==> src/rtl/lsu_pkg.sv <==
// rtl/lsu_pkg.sv - shared op-field constants and FSM state type for the load/store unit
package lsu_pkg;

  localparam int OP_STORE    = 3;
  localparam int OP_UNSIGNED = 2;

  localparam logic [1:0] SIZE_BYTE = 2'b00;
  localparam logic [1:0] SIZE_HALF = 2'b01;
  localparam logic [1:0] SIZE_WORD = 2'b10;

  typedef enum logic [1:0] {
    IDLE  = 2'd0,
    READ  = 2'd1,
    WRITE = 2'd2,
    RESP  = 2'd3
  } lsu_state_t;

endpackage

==> src/rtl/lsu_lane_align.sv <==
// rtl/lsu_lane_align.sv - little-endian lane extract/extend for loads and lane merge for stores
module lsu_lane_align
  import lsu_pkg::*;
(
  input  logic [31:0] word,
  input  logic [1:0]  addr_lo,
  input  logic [1:0]  size,
  input  logic        is_unsigned,
  input  logic [31:0] wdata,
  output logic [31:0] load_data,
  output logic [31:0] merged
);

  logic [4:0]  shift;
  logic [31:0] lane_mask;
  logic [31:0] shifted;

  // Lane position and mask; a half lane is selected by addr[1] alone
  always_comb begin
    shift     = 5'd0;
    lane_mask = 32'hFFFF_FFFF;
    case (size)
      SIZE_BYTE: begin
        shift     = {addr_lo, 3'b000};
        lane_mask = 32'h0000_00FF << shift;
      end
      SIZE_HALF: begin
        shift     = {addr_lo[1], 4'b0000};
        lane_mask = 32'h0000_FFFF << shift;
      end
      default: begin
        shift     = 5'd0;
        lane_mask = 32'hFFFF_FFFF;
      end
    endcase
    shifted = word >> shift;
  end

  // Load result: right-align the lane, then sign- or zero-extend it
  always_comb begin
    load_data = 32'h0;
    case (size)
      SIZE_BYTE: load_data = is_unsigned ? {24'h0, shifted[7:0]}
                                         : {{24{shifted[7]}}, shifted[7:0]};
      SIZE_HALF: load_data = is_unsigned ? {16'h0, shifted[15:0]}
                                         : {{16{shifted[15]}}, shifted[15:0]};
      SIZE_WORD: load_data = word;
      default:   load_data = 32'h0;
    endcase
  end

  // Store merge: replace only the addressed lane(s) of the captured word
  always_comb begin
    merged = (word & ~lane_mask) | ((wdata << shift) & lane_mask);
  end

endmodule

==> src/rtl/load_store_unit.sv <==
// rtl/load_store_unit.sv - MEM-stage load/store FSM driving a word-addressed data memory
module load_store_unit
  import lsu_pkg::*;
#(
  parameter int WORD_BITS  = 8,
  parameter int DATA_WIDTH = 32
) (
  input  logic                  clk,
  input  logic                  rst,
  input  logic                  req_valid,
  output logic                  req_ready,
  input  logic [3:0]            req_op,
  input  logic [DATA_WIDTH-1:0] req_addr,
  input  logic [DATA_WIDTH-1:0] req_wdata,
  output logic                  resp_valid,
  input  logic                  resp_ready,
  output logic [DATA_WIDTH-1:0] resp_rdata,
  output logic                  resp_err,
  output logic [DATA_WIDTH-1:0] mem_addr,
  output logic [DATA_WIDTH-1:0] mem_write_data,
  output logic                  mem_memwrite,
  output logic                  mem_memread,
  input  logic [DATA_WIDTH-1:0] mem_read_data
);

  lsu_state_t            state_q, state_d;
  logic [3:0]            op_q;
  logic [WORD_BITS+1:0]  addr_q;
  logic [DATA_WIDTH-1:0] wdata_q;
  logic [DATA_WIDTH-1:0] word_q;
  logic                  err_q;
  logic                  req_err;
  logic                  accept;
  logic [DATA_WIDTH-1:0] word_addr;
  logic [DATA_WIDTH-1:0] load_data;
  logic [DATA_WIDTH-1:0] merged;

  assign accept    = req_valid & req_ready;
  assign word_addr = {{(DATA_WIDTH-WORD_BITS){1'b0}}, addr_q[WORD_BITS+1:2]};

  // Request error: reserved size, misalignment, or address beyond the memory
  always_comb begin
    req_err = 1'b0;
    if (req_op[1:0] == 2'b11) req_err = 1'b1;
    if (req_op[1:0] == SIZE_HALF && req_addr[0]) req_err = 1'b1;
    if (req_op[1:0] == SIZE_WORD && (req_addr[1:0] != 2'b00)) req_err = 1'b1;
    if (req_addr[DATA_WIDTH-1:WORD_BITS+2] != '0) req_err = 1'b1;
  end

  lsu_lane_align u_align (
    .word        (word_q),
    .addr_lo     (addr_q[1:0]),
    .size        (op_q[1:0]),
    .is_unsigned (op_q[OP_UNSIGNED]),
    .wdata       (wdata_q),
    .load_data   (load_data),
    .merged      (merged)
  );

  // State register; reset abandons any access in flight
  always_ff @(posedge clk or posedge rst) begin
    if (rst) state_q <= IDLE;
    else     state_q <= state_d;
  end

  // Request latch on accept, memory word capture at the end of READ
  always_ff @(posedge clk or posedge rst) begin
    if (rst) begin
      op_q    <= 4'h0;
      addr_q  <= '0;
      wdata_q <= '0;
      word_q  <= '0;
      err_q   <= 1'b0;
    end else begin
      if (accept) begin
        op_q    <= req_op;
        addr_q  <= req_addr[WORD_BITS+1:0];
        wdata_q <= req_wdata;
        err_q   <= req_err;
      end
      if (state_q == READ) word_q <= mem_read_data;
    end
  end

  // Next state and per-state outputs; strobes only ever come from READ/WRITE
  always_comb begin
    state_d        = state_q;
    req_ready      = 1'b0;
    resp_valid     = 1'b0;
    mem_memread    = 1'b0;
    mem_memwrite   = 1'b0;
    mem_addr       = '0;
    mem_write_data = '0;
    case (state_q)
      IDLE: begin
        req_ready = 1'b1;
        if (req_valid) begin
          if (req_err)                                            state_d = RESP;
          else if (req_op[OP_STORE] && req_op[1:0] == SIZE_WORD)  state_d = WRITE;
          else                                                    state_d = READ;
        end
      end
      READ: begin
        mem_memread = 1'b1;
        mem_addr    = word_addr;
        state_d     = op_q[OP_STORE] ? WRITE : RESP;
      end
      WRITE: begin
        mem_memwrite   = 1'b1;
        mem_addr       = word_addr;
        mem_write_data = (op_q[1:0] == SIZE_WORD) ? wdata_q : merged;
        state_d        = RESP;
      end
      RESP: begin
        resp_valid = 1'b1;
        if (resp_ready) state_d = IDLE;
      end
      default: state_d = IDLE;
    endcase
  end

  // Response payload held steady from latched state while waiting in RESP
  assign resp_err   = (state_q == RESP) && err_q;
  assign resp_rdata = ((state_q == RESP) && !err_q && !op_q[OP_STORE]) ? load_data : '0;

endmodule

==> config.mk <==
export PLATFORM = sky130hd
export DESIGN_NAME = load_store_unit
export DESIGN_NICKNAME = d
export VERILOG_FILES = /design/src/rtl/lsu_pkg.sv /design/src/rtl/lsu_lane_align.sv /design/src/rtl/load_store_unit.sv
export SDC_FILE = /design/constraint.sdc
export NUM_CORES = 1
export LEC_CHECK = 0
export BUFFER_PORTS_ARGS = -buffer_cell sky130_fd_sc_hd__buf_2
export CORE_MARGIN = 5
export CORE_UTILIZATION = 45
export DETAILED_ROUTE_END_ITERATION = 7
export PLACE_DENSITY = 0.81
export SYNTH_ARGS = -nofsm -noshare
export SYNTH_HDL_FRONTEND = slang
export SYNTH_HIERARCHICAL = 1
export SYNTH_SLANG_ARGS = --single-unit
==> constraint.sdc <==
create_clock -name clk -period 3.7 [get_ports clk]
set_input_delay 0.74 -clock clk [delete_from_list [all_inputs] [get_ports clk]]
set_output_delay 0.74 -clock clk [all_outputs]
set_load 0.05 [all_outputs]
==> out/results.tsv, run 1 <==
metric	value	unit
relative slew slack	18.4	%
clock sinks	81	
Worst Path Max Fanout	17	
RSZ-0062 raised after global routing	false	
Post-synth top flop	dfrtp_1	
CP dominant cell by count	nand2_1	
Final min period	3.36	ns
core area	0.0125	mm²
synth warn	6	
Die H	122	µm
layout cell share with drive strength beyond 1	40.8	%
placed insts	925	
async set-or-reset flop fraction in the synthesized netlist	100	%
Worst setup EP type	primary output	
Detail Placement HPWL	12900	µm
Top Metal Used	met4	
Hold WC Path Type	in -> async	
Crit Reg-Reg Endpoint	wdata_q[24]$_DFFE_PP0P_	
Setup violations, final	0	
Avg Cell Area, Syn	9.41	µm²
Leakage	3.44	nW
Setup crit start kind	flop	
initial antenna violation count	0	
Initial Utilization	45.4	%
setup TNS	0	ns
final hold vios	0	
largest net degree at the start of global routing	50	
Peak VDD IR	0.723	mV
Synth cell types	51	
global-route wire length before repair	26100	µm
CTS tree	done	
synth top area cells	dfrtp_1 (36%), mux2_2 (17%), nand2_1 (6.0%)	
Placed Area	0.00660	mm²
ANT cells	0	
CP Data Arrival Time	2.62	ns
Overflow after GRT	0	
fin. max-slew vios	0	
Site Rows	41	
most frequent cell after synthesis	nand2_1	
iteration-0 DRC count of the detailed router	313	
worst reg2reg path depth	4	
Slew @ Worst Pin	1.22	ns
Critical Path Slowest Stage Cell	dfrtp_1	
cts hold-fix bufs	0	
area delta synth->final	22.0	%
DR vias/cell	5.42	
Reg clk slew, reported paths	0.06	ns
max cap viols	0	
die area	0.0149	mm²
crit-path max cell delay	0.54	ns
total number of vias	5096	
GRT Total Usage	22.7	%
final net count	872	
Req. time, crit path	2.96	ns
Max Freq	298	MHz
number of global-route vias before repair	4792	
setup bufs post-CTS	0	
root buffer cell	clkbuf_16	
gpl congestion	0.941	
worst path bufs/invs	2	
number of synthesized register bits	81	
hold slack	0.500	ns
drc violations	0	
Routed Antenna Nets	0	
cells along the critical path	or2_2 > a21oi_2 > buf_4 > nand2_1 > o21ai_0 > nand2_1 > a21boi_0 > buf_2	
Post-Layout Cell Count	941	
DRT Pass-1 Iters	5	
cell family with most CP delay	compound AO/OA/AOI/OAI gates	
Post-Synthesis Cells	602	
final period utilization	90.7	%
insertion delay to the later sink of the worst-skew pair	0.34	ns
total CTS buffers	9	
met1 WL	7540	µm
io pins	205	
met3 WL	1650	µm
clk_skew	0.00455	ns
maximum clock path buffer count	2	
R2R setup slack	1.43	ns
met2 routed WL	7820	µm
area leader, netlist	dfrtp_1	
FF-to-FF Start	state_q[0]$_DFFE_PP0P_	
synth cell count leaders	nand2_1 (91), mux2_2 (86), dfrtp_1 (81)	
mapped cell area	0.00567	mm²
PD cells	1140	mW/mm²
EDFF count, synth	0	
sequential area share after synthesis	35.8	%
PortBufs	180	
deepest level of the CTS H-tree	3	
Design Area, Final	0.00691	mm²
status	finished clean	
Setup CP Type	reg -> out	
final WL	17300	µm
chip width	122	µm
DR WL/cell	18.3	µm
post-synth top area share	35.8	%
==> through the flow <==
stage / power [mW] / utilization [%] / setup slack (ns)
floorplan: 5.75 / - / 0.336
global placement: 6.84 / 52.9 / 0.530
detailed placement: 6.91 / 52.9 / 0.460
CTS: 7.87 / 55.4 / 0.0914
global route: 8.37 / 55.4 / 0.172
finish: 7.90 / 55.4 / 0.344
==> how the worst max path moves through the flow <==
stage,start,to,slack [ns],cells after the start
2_1_floorplan,op_q[0]$_DFFE_PP0P_,mem_write_data[9],0.34,8
3_3_place_gp,addr_q[0]$_DFFE_PP0P_,mem_write_data[5],0.53,7
3_5_place_dp,addr_q[0]$_DFFE_PP0P_,resp_rdata[5],0.46,7
4_1_cts,addr_q[0]$_DFFE_PP0P_,resp_rdata[5],0.09,7
5_1_grt,addr_q[0]$_DFFE_PP0P_,mem_write_data[5],0.17,7
6_report,addr_q[0]$_DFFE_PP0P_,mem_write_data[8],0.34,8
==> kinds of logic after synthesis <==
group,Yosys count,share of synthesized area [%]
buf+inv,78,7.66
mux,110,21.9
simple gates,185,15.9
compound gates,143,17.8
other cells,1,0.0662
fa+ha+maj,4,0.883
flops,81,35.8
==> sequential cells by signal (all words and copies together), names as in the netlist <==
register and flops:
addr_q 10, op_q 4, word_q 32, err_q 1
state_q 2, wdata_q 32
==> worst reg2reg max path: stages, from the launching register on <==
cell,delay [ns]
dfrtp_1,0.40
inv_1,0.08
ha_1,0.29
nand2_2,0.91
mux2_2,0.47
==> report_power, final <==
part           switching [mW]  internal, mW  leakage, nW
clock                   0.349         0.578        0.153
sequential              0.691          1.35        0.958
combinational            3.06          1.87         2.32
==> cells in the final DEF (no fill, tap or decap), types with 17 or more instances in the layout <==
cell      Yosys  final
a21boi_0     29     29
a21oi_1      17     17
and2_1       43     43
buf_2        17    180
conb_1        1     24
dfrtp_1      81     81
mux2_2       86     86
nand2_1      91     91
o21ai_0      32     32
==> final cells by class <==
cell class / instances / area (µm²)
sequential: 81 / 2030
clock buffer: 14 / 274
timing repair buffer: 196 / 1020
fill: 1146 / 5550
inverter: 10 / 37.5
tap: 172 / 215
clock inverter: 2 / 35.0
multi-input combinational: 466 / 3300
==> routing by layer <==
metal,GRT usage [%],vias to the layer above
met3,5.66,20
met5,0,-
met1,32.1,2427
met4,5.32,0
li1,-,2387
met2,35.2,262
==> repair_timing <==
item                                    4_1_cts  5_1_grt
endpoints found under the hold margin         0        0
gates resized for setup                       0        1
endpoints found under the setup margin        0       11
Power figures use the tool's default switching activity.
==> run 2, diff against run 1 <==
--- a/config.mk
+++ b/config.mk
@@ -12,5 +12,4 @@
 export PLACE_DENSITY = 0.81
 export SYNTH_ARGS = -nofsm -noshare
 export SYNTH_HDL_FRONTEND = slang
-export SYNTH_HIERARCHICAL = 1
 export SYNTH_SLANG_ARGS = --single-unit
==> constraint.sdc (replaced) <==
create_clock -name clk -period 3.7 [get_ports clk]
set_input_delay 0.37 -clock clk [delete_from_list [all_inputs] [get_ports clk]]
set_output_delay 0.37 -clock clk [all_outputs]
set_load 0.05 [all_outputs]
==> run 2 against run 1 <==
Compared with the run above:
- power fell by 5.0%
- flip-flop and latch count did not move
- core utilization fell by 0.49 points
- global-route usage rose by 0.72 points
- clock power fell by 5.7%
- combinational power fell by 6.5%
- critical endpoint is now resp_rdata[14]
- largest cell class unchanged
- largest power group unchanged
- highest routed layer unchanged
==> out/results.tsv, run 2 <==
metric	value	unit
number of synthesized register bits	81	
commonest non-fill, non-tap cell in the layout	buf_2	
Setup crit start kind	flop	
final hold vios	0	
Detail Placement HPWL	13400	µm
CTS tree	done	
chip width	122	µm
setup TNS	0	ns
synth warn	0	
Slew @ Worst Pin	1.14	ns
io pins	205	
core area	0.0125	mm²
Design Power	7.50	mW
fin worst setup slack	0.324	ns
clock sinks	81	
clk_skew	0.00665	ns
Final min period	3.38	ns
DRT Pass-1 Iters	6	
Core Util, Final	55.0	%
final net count	888	
Post-Synthesis Cells	629	
max cap viols	0	
Reg clk slew, reported paths	0.06	ns
iteration-0 DRC count of the detailed router	366	
Peak VDD IR	0.700	mV
Placement Setup Slack	0.764	ns
deepest level of the CTS H-tree	3	
cts hold-fix bufs	0	
PD cells	1090	mW/mm²
RSZ-0062 raised after global routing	false	
area of the multi-input gates	0.00322	mm²
total number of vias	5266	
largest net degree at the start of global routing	49	
Avg Cell Area, Syn	9.01	µm²
FF/Latch Area	0.00203	mm²
gpl congestion	0.921	
area delta synth->final	20.9	%
EDFF count, synth	0	
commonest non-fill, non-tap cells in the layout	buf_2 (180), nand2_1 (97), dfrtp_1 (81)	
hold slack	0.205	ns
synth cell count leaders	nand2_1 (98), dfrtp_1 (81), mux2_2 (72)	
Setup CP Type	reg -> out	
Initial Utilization	45.4	%
total CTS buffers	9	
initial antenna violation count	0	
Post-synth top flop	dfrtp_1	
Req. time, crit path	3.33	ns
Worst setup EP type	primary output	
Synth cell types	53	
die area	0.0149	mm²
most frequent cell after synthesis	nand2_1	
global-route wire length before repair	27100	µm
fin. max-slew vios	0	
synth top area cells	dfrtp_1 (36%), mux2_2 (14%), nand2_1 (6.5%)	
DR vias/cell	5.51	
post-synth top area share	35.8	%
area leader, netlist	dfrtp_1	
Worst Path Max Fanout	24	
Setup violations, final	0	
PortBufs	180	
mapped cell area	0.00567	mm²
Die H	122	µm
ANT cells	0	
Leakage	3.17	nW
Overflow after GRT	0	
relative slew slack	24.0	%
root buffer cell	clkbuf_16	
Routed Antenna Nets	0	
biggest regs	wdata_q: 32 flops, word_q: 32 flops, addr_q: 10 flops	
Hold WC Path Type	in -> async	
fillcell total	1188	
Max Freq	296	MHz
GRT Total Usage	23.5	%
sequential area share after synthesis	35.8	%
async set-or-reset flop fraction in the synthesized netlist	100	%
status	finished clean	
Site Rows	41	
final period utilization	91.3	%
maximum clock path buffer count	2	
final WL	17500	µm
insertion delay to the later sink of the worst-skew pair	0.35	ns
DR WL/cell	18.4	µm
setup bufs post-CTS	0	
cts repair resizes	0	
number of global-route vias before repair	5067	
layout cell share with drive strength beyond 1	37.9	%
drc violations	0	
CP Data Arrival Time	3.01	ns
## run 2: cell types whose count changed in the layout (fill, tap and decap cells not counted), moves of 10 or more
cell	before	now
a31oi_1	2	22
a221oi_1	11	0
a21boi_0	29	4
inv_1	8	21
a31oi_2	0	10
mux2_2	86	72
a21o_1	16	6
and2_1	43	11
a21oi_1	17	44
## run 2: metal layers
metal	vias to the layer above	track usage (%)	part of all wire, %
met1	2494	31.9	42
met2	224	37.2	48
li1	2518	-	-
met4	0	8.12	2.1
met3	30	4.83	7.9
met5	-	0	0
## run 2: metrics by stage
step / instance area, µm² / instances
floorplan: 5750 / 652
global placement: 6560 / 941
detailed placement: 6560 / 941
CTS: 6850 / 956
global route: 6850 / 956
finish: 6850 / 956
## run 2: worst paths after layout
kind	endpoint	from	slack [ns]	depth (start not counted)
min	addr_q[3]$_DFFE_PP0P_	rst	0.21	2
max reg2reg	wdata_q[25]$_DFFE_PP0P_	state_q[0]$_DFFE_PP0P_	1.53	4
max	resp_rdata[14]	op_q[1]$_DFFE_PP0P_	0.32	6
max in group asynchronous	word_q[29]$_DFFE_PP0P_	rst	2.78	3
min in group clk	word_q[30]$_DFFE_PP0P_	mem_read_data[30]	0.24	3
min reg2reg	addr_q[6]$_DFFE_PP0P_	addr_q[6]$_DFFE_PP0P_	0.50	1
## run 2: power breakdown
| group | switching (mW) | internal [mW] | leakage, nW |
|---|---|---|---|
| clock network | 0.356 | 0.517 | 0.131 |
| registers | 0.673 | 1.34 | 0.961 |
| logic | 3.00 | 1.61 | 2.07 |
## run 2: kinds of logic after synthesis
logic type      share of synthesized area (%)
compound gates                           22.8
fa+ha+maj                               0.883
buf+inv                                  9.01
flops                                    35.8
mux                                      15.9
other cells                            0.0662
simple gates                             15.5
## run 2: worst max-delay path, stage by stage (launching register included)
cell and delay, ns:
dfrtp_1 0.39, buf_4 0.25, nand2b_1 0.49, a211o_1 0.20, nand4_2 0.61, a31oi_1 0.40
buf_2 0.31
## run 2: cell type report
type	count	share of cell area, %
multi-input combinational	473	47.0
sequential	81	29.6
timing repair buffer	192	14.8
clock buffer	10	3.34
tap	172	3.14
inverter	23	1.26
clock inverter	5	0.840
